===== src/rtl/spi_master_aes_if.sv =====
// Host-side request/response bundle for spi_master_aes: plaintext and key in,
// ciphertext and transaction status out.
interface spi_master_aes_if #(
    parameter int Nk = 4
);
    logic              start;
    logic [127:0]      data_in;
    logic [32*Nk-1:0]  key_in;
    logic [127:0]      data_out;
    logic              busy;
    logic              done;

    modport master (
        output start, data_in, key_in,
        input  data_out, busy, done
    );

    modport slave (
        input  start, data_in, key_in,
        output data_out, busy, done
    );
endinterface


===== src/rtl/spi_master_aes.sv =====
// SPI master for an AES slave: shifts plaintext+key out, clocks 128 dummy periods
// to read the ciphertext back, and presents it on data_out with a done pulse.
module spi_master_aes #(
    parameter int Nk      = 4,
    parameter int CLK_DIV = 2
) (
    input  logic             clk,
    input  logic             rst,
    spi_master_aes_if.slave  io_host,
    output logic             o_sclk,
    output logic             o_mosi,
    input  logic             i_miso,
    output logic             o_cs
);
    localparam int TX_W  = 128 + 32*Nk;
    localparam int N_PER = 256 + 32*Nk;

    localparam logic [2:0] IDLE     = 3'd0;
    localparam logic [2:0] SETUP    = 3'd1;
    localparam logic [2:0] SHIFT_HI = 3'd2;
    localparam logic [2:0] SHIFT_LO = 3'd3;
    localparam logic [2:0] FINISH   = 3'd4;

    localparam logic [7:0] DIV_LAST = 8'(CLK_DIV - 1);
    localparam logic [9:0] LAST_PER = 10'(N_PER - 1);
    localparam logic [9:0] FIRST_RX = 10'(TX_W);

    logic [2:0]      r_state;
    logic [7:0]      r_div;
    logic [9:0]      r_per;
    logic [TX_W-1:0] r_tx;
    logic [127:0]    r_rx;
    logic [127:0]    r_dout;
    logic            r_sclk;
    logic            r_mosi;
    logic            r_cs;
    logic            r_busy;
    logic            r_done;

    logic            w_div_end;
    logic            w_rx_per;

    assign w_div_end = (r_div == 8'd0);
    assign w_rx_per  = (r_per >= FIRST_RX);

    always_ff @(posedge clk) begin
        if (rst) begin
            r_state <= IDLE;
            r_div   <= '0;
            r_per   <= '0;
            r_tx    <= '0;
            r_rx    <= '0;
            r_dout  <= '0;
            r_sclk  <= 1'b0;
            r_mosi  <= 1'b0;
            r_cs    <= 1'b1;
            r_busy  <= 1'b0;
            r_done  <= 1'b0;
        end else begin
            r_done <= 1'b0;
            case (r_state)
                IDLE: begin
                    if (io_host.start) begin
                        // Bit 127 goes straight to MOSI; the register keeps the rest, zero-filled behind.
                        r_tx    <= {io_host.data_in[126:0], io_host.key_in, 1'b0};
                        r_mosi  <= io_host.data_in[127];
                        r_cs    <= 1'b0;
                        r_busy  <= 1'b1;
                        r_sclk  <= 1'b0;
                        r_div   <= DIV_LAST;
                        r_per   <= '0;
                        r_state <= SETUP;
                    end
                end
                SETUP: begin
                    if (w_div_end) begin
                        r_sclk  <= 1'b1;
                        r_div   <= DIV_LAST;
                        r_state <= SHIFT_HI;
                    end else begin
                        r_div <= r_div - 8'd1;
                    end
                end
                SHIFT_HI: begin
                    if (w_div_end) begin
                        if (w_rx_per) begin
                            r_rx <= {r_rx[126:0], i_miso};
                        end
                        r_mosi  <= r_tx[TX_W-1];
                        r_tx    <= {r_tx[TX_W-2:0], 1'b0};
                        r_sclk  <= 1'b0;
                        r_div   <= DIV_LAST;
                        r_state <= SHIFT_LO;
                    end else begin
                        r_div <= r_div - 8'd1;
                    end
                end
                SHIFT_LO: begin
                    if (w_div_end) begin
                        if (r_per == LAST_PER) begin
                            r_cs    <= 1'b1;
                            r_mosi  <= 1'b0;
                            r_busy  <= 1'b0;
                            r_done  <= 1'b1;
                            r_dout  <= r_rx;
                            r_state <= FINISH;
                        end else begin
                            r_per   <= r_per + 10'd1;
                            r_sclk  <= 1'b1;
                            r_div   <= DIV_LAST;
                            r_state <= SHIFT_HI;
                        end
                    end else begin
                        r_div <= r_div - 8'd1;
                    end
                end
                FINISH:  r_state <= IDLE;
                default: r_state <= IDLE;
            endcase
        end
    end

    assign o_sclk           = r_sclk;
    assign o_mosi           = r_mosi;
    assign o_cs             = r_cs;
    assign io_host.data_out = r_dout;
    assign io_host.busy     = r_busy;
    assign io_host.done     = r_done;
endmodule


===== src/flat_wrapper.sv =====
// flat-port wrapper written by rule: the top's interface ports become plain ports
module spi_master_aes_flat 
#(
    parameter int Nk      = 4,
    parameter int CLK_DIV = 2
)
  (clk, rst, o_sclk, o_mosi, i_miso, o_cs, io_host_start, io_host_data_in, io_host_key_in, io_host_data_out, io_host_busy, io_host_done);
  spi_master_aes_if #(.Nk(Nk)) io_host_i ();
  input  logic clk;
  input  logic rst;
  output logic o_sclk;
  output logic o_mosi;
  input  logic i_miso;
  output logic o_cs;
  input wire logic [$bits(io_host_i.start)-1:0] io_host_start;
  input wire logic [$bits(io_host_i.data_in)-1:0] io_host_data_in;
  input wire logic [$bits(io_host_i.key_in)-1:0] io_host_key_in;
  output wire logic [$bits(io_host_i.data_out)-1:0] io_host_data_out;
  output wire logic [$bits(io_host_i.busy)-1:0] io_host_busy;
  output wire logic [$bits(io_host_i.done)-1:0] io_host_done;
  assign io_host_i.start = io_host_start;
  assign io_host_i.data_in = io_host_data_in;
  assign io_host_i.key_in = io_host_key_in;
  assign io_host_data_out = io_host_i.data_out;
  assign io_host_busy = io_host_i.busy;
  assign io_host_done = io_host_i.done;
  spi_master_aes #(.Nk(Nk), .CLK_DIV(CLK_DIV)) u_core (.clk(clk), .rst(rst), .io_host(io_host_i), .o_sclk(o_sclk), .o_mosi(o_mosi), .i_miso(i_miso), .o_cs(o_cs));
endmodule

===== config.mk =====
export PLATFORM = sky130hd
export DESIGN_NAME = spi_master_aes_flat
export DESIGN_NICKNAME = d
export VERILOG_FILES = /design/src/rtl/spi_master_aes_if.sv /design/src/rtl/spi_master_aes.sv /design/src/flat_wrapper.sv
export SDC_FILE = /design/constraint.sdc
export NUM_CORES = 1
export LEC_CHECK = 0
export BUFFER_PORTS_ARGS = -buffer_cell sky130_fd_sc_hd__buf_4
export CAP_MARGIN = 20
export CORE_UTILIZATION = 43
export DETAILED_ROUTE_END_ITERATION = 7
export GPL_TIMING_DRIVEN = 1
export PLACE_DENSITY = 0.66
export SYNTH_ARGS = -nofsm -noshare
export SYNTH_HDL_FRONTEND = slang
export SYNTH_SLANG_ARGS = --single-unit

===== constraint.sdc =====
create_clock -name clk -period 4.1 [get_ports clk]
set_input_delay 0.205 -clock clk [delete_from_list [all_inputs] [get_ports clk]]
set_output_delay 0.205 -clock clk [all_outputs]
set_load 0.005 [all_outputs]

==> impl_metrics.tcl, run 1 <==
set metrics [dict create \
    cp-startpoint "u_core.r_div[3]$_SDFFE_PP0P_" \
    post_cts_resized 0 \
    netlist_area_mm2 0.02110 \
    ys_seq_area_share_pct 50.96 \
    p_leak_nw 11.16 \
    vias 20522 \
    cts_setup_buffers 0 \
    rsz0062_at_grt "no" \
    cts_tree "done" \
    arrival_ns 3.53 \
    utilization_pct 59.32 \
    gp_congestion 0.8154 \
    dr.pass1.iters 5 \
    ys.flop_type "dfxtp_1" \
    synth_warnings 0 \
    power_density_mw_per_mm2 574.2 \
    dp_slack_ns 1.226 \
    grt_max_degree 248 \
    slew_violations 36 \
    grt_pass1_wl_um 100800 \
    cp-start-kind "flip-flop" \
    drive_above_1_share_pct 17.66 \
    syn2layout_area_growth_pct 35.11 \
    synthCells 2465 \
    clk_latency_ns 0.61 \
    synth_nets 2728 \
    violations "slew limit" \
    floorplan.die_area_mm2 0.04995 \
    dp_hpwl_um 35370 \
    ys_types 49 \
    fin_crit_ns 3.041 \
    setup_viol 0 \
    hp-class "in2reg" \
    die_y_um 223.5 \
    cp_max_fo 108 \
    synth_commonest_cells "776 x nand2_1, 537 x dfxtp_1, 397 x a21oi_1" \
    reg2reg_setup_slack_ns 1.06 \
    htreeDepth 2 \
    die_x_um 223.5 \
    synth_edf_count 0 \
    max_stage_delay_ns 0.72 \
    stdcell_count 3619 \
    total_power_mw 16.37 \
    fmax_mhz 328.9 \
    worst_slack_ns 1.059 \
    synth_most_common_cell "nand2_1" \
    start_util_pct 43.91 \
    critPathKind "reg2reg" \
    cpMaxStageDelayCell "nor4_4" \
    postSynthAreaPerCell_um2 8.558 \
    path_cells "nor4_4 -> a31o_4 -> buf_12 -> a21oi_1 -> a311oi_1" \
    reg2reg_to "u_core.r_tx[167]$_SDFFE_PP0P_" \
    drt_wl_total_um 63200 \
    reg2reg_depth 5 \
    portBuffers 392 \
    timing_hold_violations_final 0 \
    numCtsBuffers 55 \
    avgViaCountPerCell 5.671 \
    cp-end-kind "flip-flop" \
    fin_nets 3213 \
    slew_headroom_pct -2.136 \
    ant_nets 0 \
    cp-endpoint "u_core.r_tx[167]$_SDFFE_PP0P_" \
    synth_top_cells_by_area "dfxtp_1 51%, nand2_1 14%, a311oi_1 11%" \
    synth_top_area_share_pct 50.96 \
    synth_top_area_cell "dfxtp_1" \
    rows 80 \
    core_area_mm2 0.04805 \
    min_period_over_period_pct 74.17 \
    postLayoutCellArea_mm2 0.02850 \
    first_iter_violations 1809 \
    status "finished, violations left" \
    peakVddDrop_mv 0.3725 \
    synth-seq-cells 537 \
    cts.sinks 537 \
    ctsHoldBuffers 257 \
    drv_cap 0 \
    rr_startpoint "u_core.r_div[3]$_SDFFE_PP0P_" \
    overflow 0 \
    antenna_found_initial 10 \
    async_flop_share_pct 0 \
    dp.cells 3251 \
    ios 393 \
    setup_tns_ns 0 \
    grt_usage_pct 24.22 \
    worst_hold_slack_ns 0.1510 \
    clock_path_buffers 3 \
    worst_pin_slew_ns 1.532 \
    grt_pass1_vias 19364 \
    root_buffer "clkbuf_16" \
    route.detailed.drc 0 \
    required_ns 4.58 \
    clk_pin_slew_worst_paths_ns 0.07 \
    skew_ns 0.01726 \
    placed_area_mm2 0.02400 \
    wire_per_inst_um 17.46 \
]
==> layout by cell type (no fill, tap or decap), types with 10 or more instances in the layout <==
cell           synthesis  layout
a21oi_1              397     397
a22o_1               128     128
a311oi_1             255     255
buf_12                 0      13
buf_4                  5     409
clkbuf_16              0      56
clkbuf_8               0      13
clkinv_2               0      14
dfxtp_1              537     537
dlygate4sd3_1          0     257
nand2_1              776     775
nand3_1               13      13
nor2_1                11      10
o211ai_1              10      10
==> registers in the layout (all words and copies together), names as in the netlist <==
name and flops:
u_core.r_state 3, u_core.io_host.done 1, u_core.r_rx 128, u_core.io_host.data_out 128
u_core.r_div 8, u_core.o_sclk 1, u_core.r_tx 255, u_core.io_host.busy 1
u_core.o_mosi 1, u_core.o_cs 1, u_core.r_per 10
==> worst min path at each step <==
stage | startpoint | slack [ns] | depth (start not counted) | end
after floorplan | i_miso | 0.34 | 2 | u_core.r_rx[0]$_SDFFE_PP0P_
after global placement | u_core.o_cs$_SDFFE_PP1P_ | 0.44 | 2 | u_core.o_cs$_SDFFE_PP1P_
after detailed placement | u_core.o_cs$_SDFFE_PP1P_ | 0.44 | 2 | u_core.o_cs$_SDFFE_PP1P_
after CTS | io_host_start | 0.13 | 5 | u_core.r_div[7]$_SDFFE_PP0P_
after global routing | io_host_start | 0.19 | 5 | u_core.r_div[7]$_SDFFE_PP0P_
final | io_host_start | 0.15 | 5 | u_core.r_div[7]$_SDFFE_PP0P_
==> cell type report <==
type,instances,area (µm²)
repair buffers,680,5918
fillers,4067,19550
diodes,8,20.02
multi-input cells,1671,9112
clock buffers,78,1614
inverters,5,18.77
flip-flops and latches,537,10750
well taps,615,769.5
clock inverters,25,297.8
==> layer usage <==
metal | share of wire (%) | global-route usage (%)
met5 | 0.028 | 0
met4 | 3.5 | 10.52
met3 | 6.3 | 4.451
met2 | 47 | 37.99
met1 | 44 | 32.53
==> critical path, delay by kind of cell (launching register included) <==
family / cells / cell delay (ns)
compound gates: 3 / 1.27
buf+inv: 1 / 0.43
flops: 1 / 0.38
simple gates: 1 / 0.72
==> report_power, final <==
part           switching (mW)  total (mW)  internal (mW)
clock network            2.13        5.25           3.12
registers               0.550        6.71           6.16
logic                    2.74        4.41           1.68
==> cells by family (layout without fill, tap and decap cells) <==
group	count (synthesis)	in the layout	synth area share, %
buf+inv	257	788	6.151
compound gates	820	820	26.77
flops	537	537	50.96
mux	4	4	0.2017
fa+ha+maj	3	3	0.1780
other cells	0	8	0
simple gates	844	844	15.74
No activity file was read; power rests on OpenSTA's default activity.
==> inputs of run 2 (changes only) <==
- ABC_AREA: unset -> 1
- clock period: 4.1 -> 3.1 ns (I/O delays scaled with it)
==> impl_metrics.tcl, run 2 <==
set metrics [dict create \
    power_density_mw_per_mm2 741.0 \
    placed_area_mm2 0.02472 \
    clk_latency_ns 0.61 \
    synthCells 2762 \
    cts.sinks 537 \
    use_met3_pct 5.430 \
    slew_headroom_pct 8.265 \
    drive_above_1_share_pct 16.01 \
    drt_wl_total_um 59270 \
    grtUsageMet1_pct 28.60 \
    use_met2_pct 35.00 \
    hp-class "in2reg" \
    required_ns 3.63 \
    reg2reg_to "u_core.r_rx[58]$_SDFFE_PP0P_" \
    clock_path_buffers 3 \
    synth_top_cells_by_area "dfxtp_1 49%, nand2_1 21%, o211a_1 12%" \
    grt_pass1_wl_um 94070 \
    dr.pass1.iters 7 \
    setup_tns_ns 0 \
    setup_viol 0 \
    hold_path.startpoint "io_host_start" \
    route.detailed.drc 0 \
    critPathKind "reg2reg" \
    synth_most_common_cell "nand2_1" \
    max_stage_delay_ns 0.62 \
    critPathBufInv 3 \
    synth_top_area_share_pct 49.43 \
    rr_startpoint "u_core.r_div[0]$_SDFFE_PP0P_" \
    min_to "u_core.r_state[1]$_SDFFE_PP0P_" \
    timing_hold_violations_final 0 \
    wire_per_inst_um 14.79 \
    htreeDepth 2 \
    synth_nets 3025 \
    utilization_pct 58.48 \
    die_y_um 226.9 \
    ios 393 \
    vias 20467 \
    synth_top_area_cell "dfxtp_1" \
    cp-end-kind "flip-flop" \
    cts_setup_buffers 0 \
    slew_violations 0 \
    rsz0062_at_grt "no" \
    synth-seq-cells 537 \
    netlist_area_mm2 0.02175 \
    ys_seq_area_share_pct 49.43 \
    ctsHoldBuffers 259 \
    final_common_cell "nand2_1" \
    root_buffer "clkbuf_16" \
    arrival_ns 2.94 \
    async_flop_share_pct 0 \
    overflow 0 \
    drv_cap 0 \
    grt_usage_pct 22.13 \
    final_cell_mix "1212 x nand2_1, 537 x dfxtp_1, 404 x buf_4" \
    dp_hpwl_um 35410 \
    floorplan.die_area_mm2 0.05148 \
    rows 82 \
    peakVddDrop_mv 0.5110 \
    reg2reg_setup_slack_ns 0.69 \
    synth_warnings 0 \
    gp_congestion 0.8183 \
    regMostFlops "u_core.r_tx" \
    path_cells "inv_1 -> ha_1 -> nand2_1 -> nor2_4 -> nand2_4 -> buf_4 -> buf_4 -> nand2_1 -> a21oi_1" \
    antenna_found_initial 17 \
    die_x_um 226.9 \
    skew_ns 0.02528 \
    worst_pin_slew_ns 1.376 \
    ys.flop_type "dfxtp_1" \
    cp_top_family "buffers and inverters" \
    first_iter_violations 1468 \
    cp_max_fo 68 \
    grt.busiest_layer "met2" \
    synth_commonest_cells "1213 x nand2_1, 537 x dfxtp_1, 284 x nand3_1" \
    synth_edf_count 0 \
    start_util_pct 43.44 \
    whs_path_depth 4 \
    cpMaxStageDelayCell "buf_4" \
    clk_pin_slew_worst_paths_ns 0.06 \
    min_period_over_period_pct 77.87 \
    grt_max_degree 258 \
    postLayoutCellArea_mm2 0.02928 \
    status "completed" \
    ys_types 29 \
    fin_nets 3541 \
    syn2layout_area_growth_pct 34.64 \
    numCtsBuffers 56 \
    grt_pass1_vias 19111 \
    largest_reg_flops 255 \
    ant_nets 0 \
    avgViaCountPerCell 5.107 \
    postSynthAreaPerCell_um2 7.874 \
    fin_crit_ns 2.414 \
    post_cts_resized 0 \
    p_leak_nw 14.35 \
    reg2reg_depth 9 \
    fmax_mhz 414.3 \
    cts_tree "done" \
    cp-start-kind "flip-flop" \
    core_area_mm2 0.05007 \
    portBuffers 392 \
]
[run 2: kinds of logic after synthesis]
family                     count (synthesis)  synth area share (%)
xor gates and xnor gates                   3                0.1208
and+or+nand+nor                         1554                 28.84
DFF                                      537                 49.43
adders and majority gates                  3                0.1726
buffers and inverters                    253                 6.058
AOI/OAI and AO/OA                        412                 15.38
[run 2: stage by stage]
stage | hold WS (ns) | worst slack [ns] | total power, mW | std cells
global route | 0.1313 | 0.4471 | 22.98 | 4006
detailed placement | 0.4243 | 0.6644 | 14.54 | 3633
global placement | 0.4156 | 0.7501 | 14.30 | 3633
finish | 0.06372 | 0.6862 | 21.70 | 4008
CTS | 0.02131 | 0.6787 | 21.80 | 3995
floorplan | 0.2977 | 1.485 | 13.46 | 2762
[run 2: tightest hold or removal path, cell delays in order]
cell      delay, ns
buf_4          0.10
nand3b_1       0.15
nand3_1        0.09
a21oi_1        0.12
[run 2: how the worst max path moves through the flow]
stage                                  from                                        end  slack [ns]  cells after the start
2_1_floorplan  u_core.r_per[0]$_SDFFE_PP0P_  u_core.io_host.data_out[108]$_SDFFE_PP0P_        1.48                     10
3_3_place_gp   u_core.r_div[0]$_SDFFE_PP0P_               u_core.r_rx[43]$_SDFFE_PP0P_        0.75                      9
3_5_place_dp   u_core.r_div[0]$_SDFFE_PP0P_               u_core.r_rx[58]$_SDFFE_PP0P_        0.66                      9
4_1_cts        u_core.r_div[0]$_SDFFE_PP0P_               u_core.r_rx[58]$_SDFFE_PP0P_        0.68                      9
5_1_grt        u_core.r_div[0]$_SDFFE_PP0P_               u_core.r_rx[58]$_SDFFE_PP0P_        0.45                      9
6_report       u_core.r_div[0]$_SDFFE_PP0P_               u_core.r_rx[58]$_SDFFE_PP0P_        0.69                      9
[run 2: power breakdown]
group / switching [mW] / leakage, nW / total, mW / internal, mW
Clock: 2.81 / 0.953 / 6.92 / 4.11
Combinational: 3.26 / 9.01 / 5.61 / 2.35
Sequential: 0.801 / 4.38 / 9.16 / 8.36
Total: 6.88 / 14.4 / 21.7 / 14.8
[run 2: routing by layer]
metal / part of all wire [%] / up-vias / wire length (µm)
met4: 3.5 / 12 / 2058
li1: - / 10169 / -
met3: 6.2 / 157 / 3677
met2: 46 / 580 / 27260
met5: 0.13 / - / 79
met1: 44 / 9549 / 26200
[run 2: layout make-up]
cell class	instances	area, µm²
multi-input cells	1972	9706
clock inverters	24	252.7
inverters	36	152.6
clock buffers	79	1680
flip-flops and latches	537	10750
fillers	4368	20790
well taps	672	840.8
diodes	13	32.53
repair buffers	675	5866
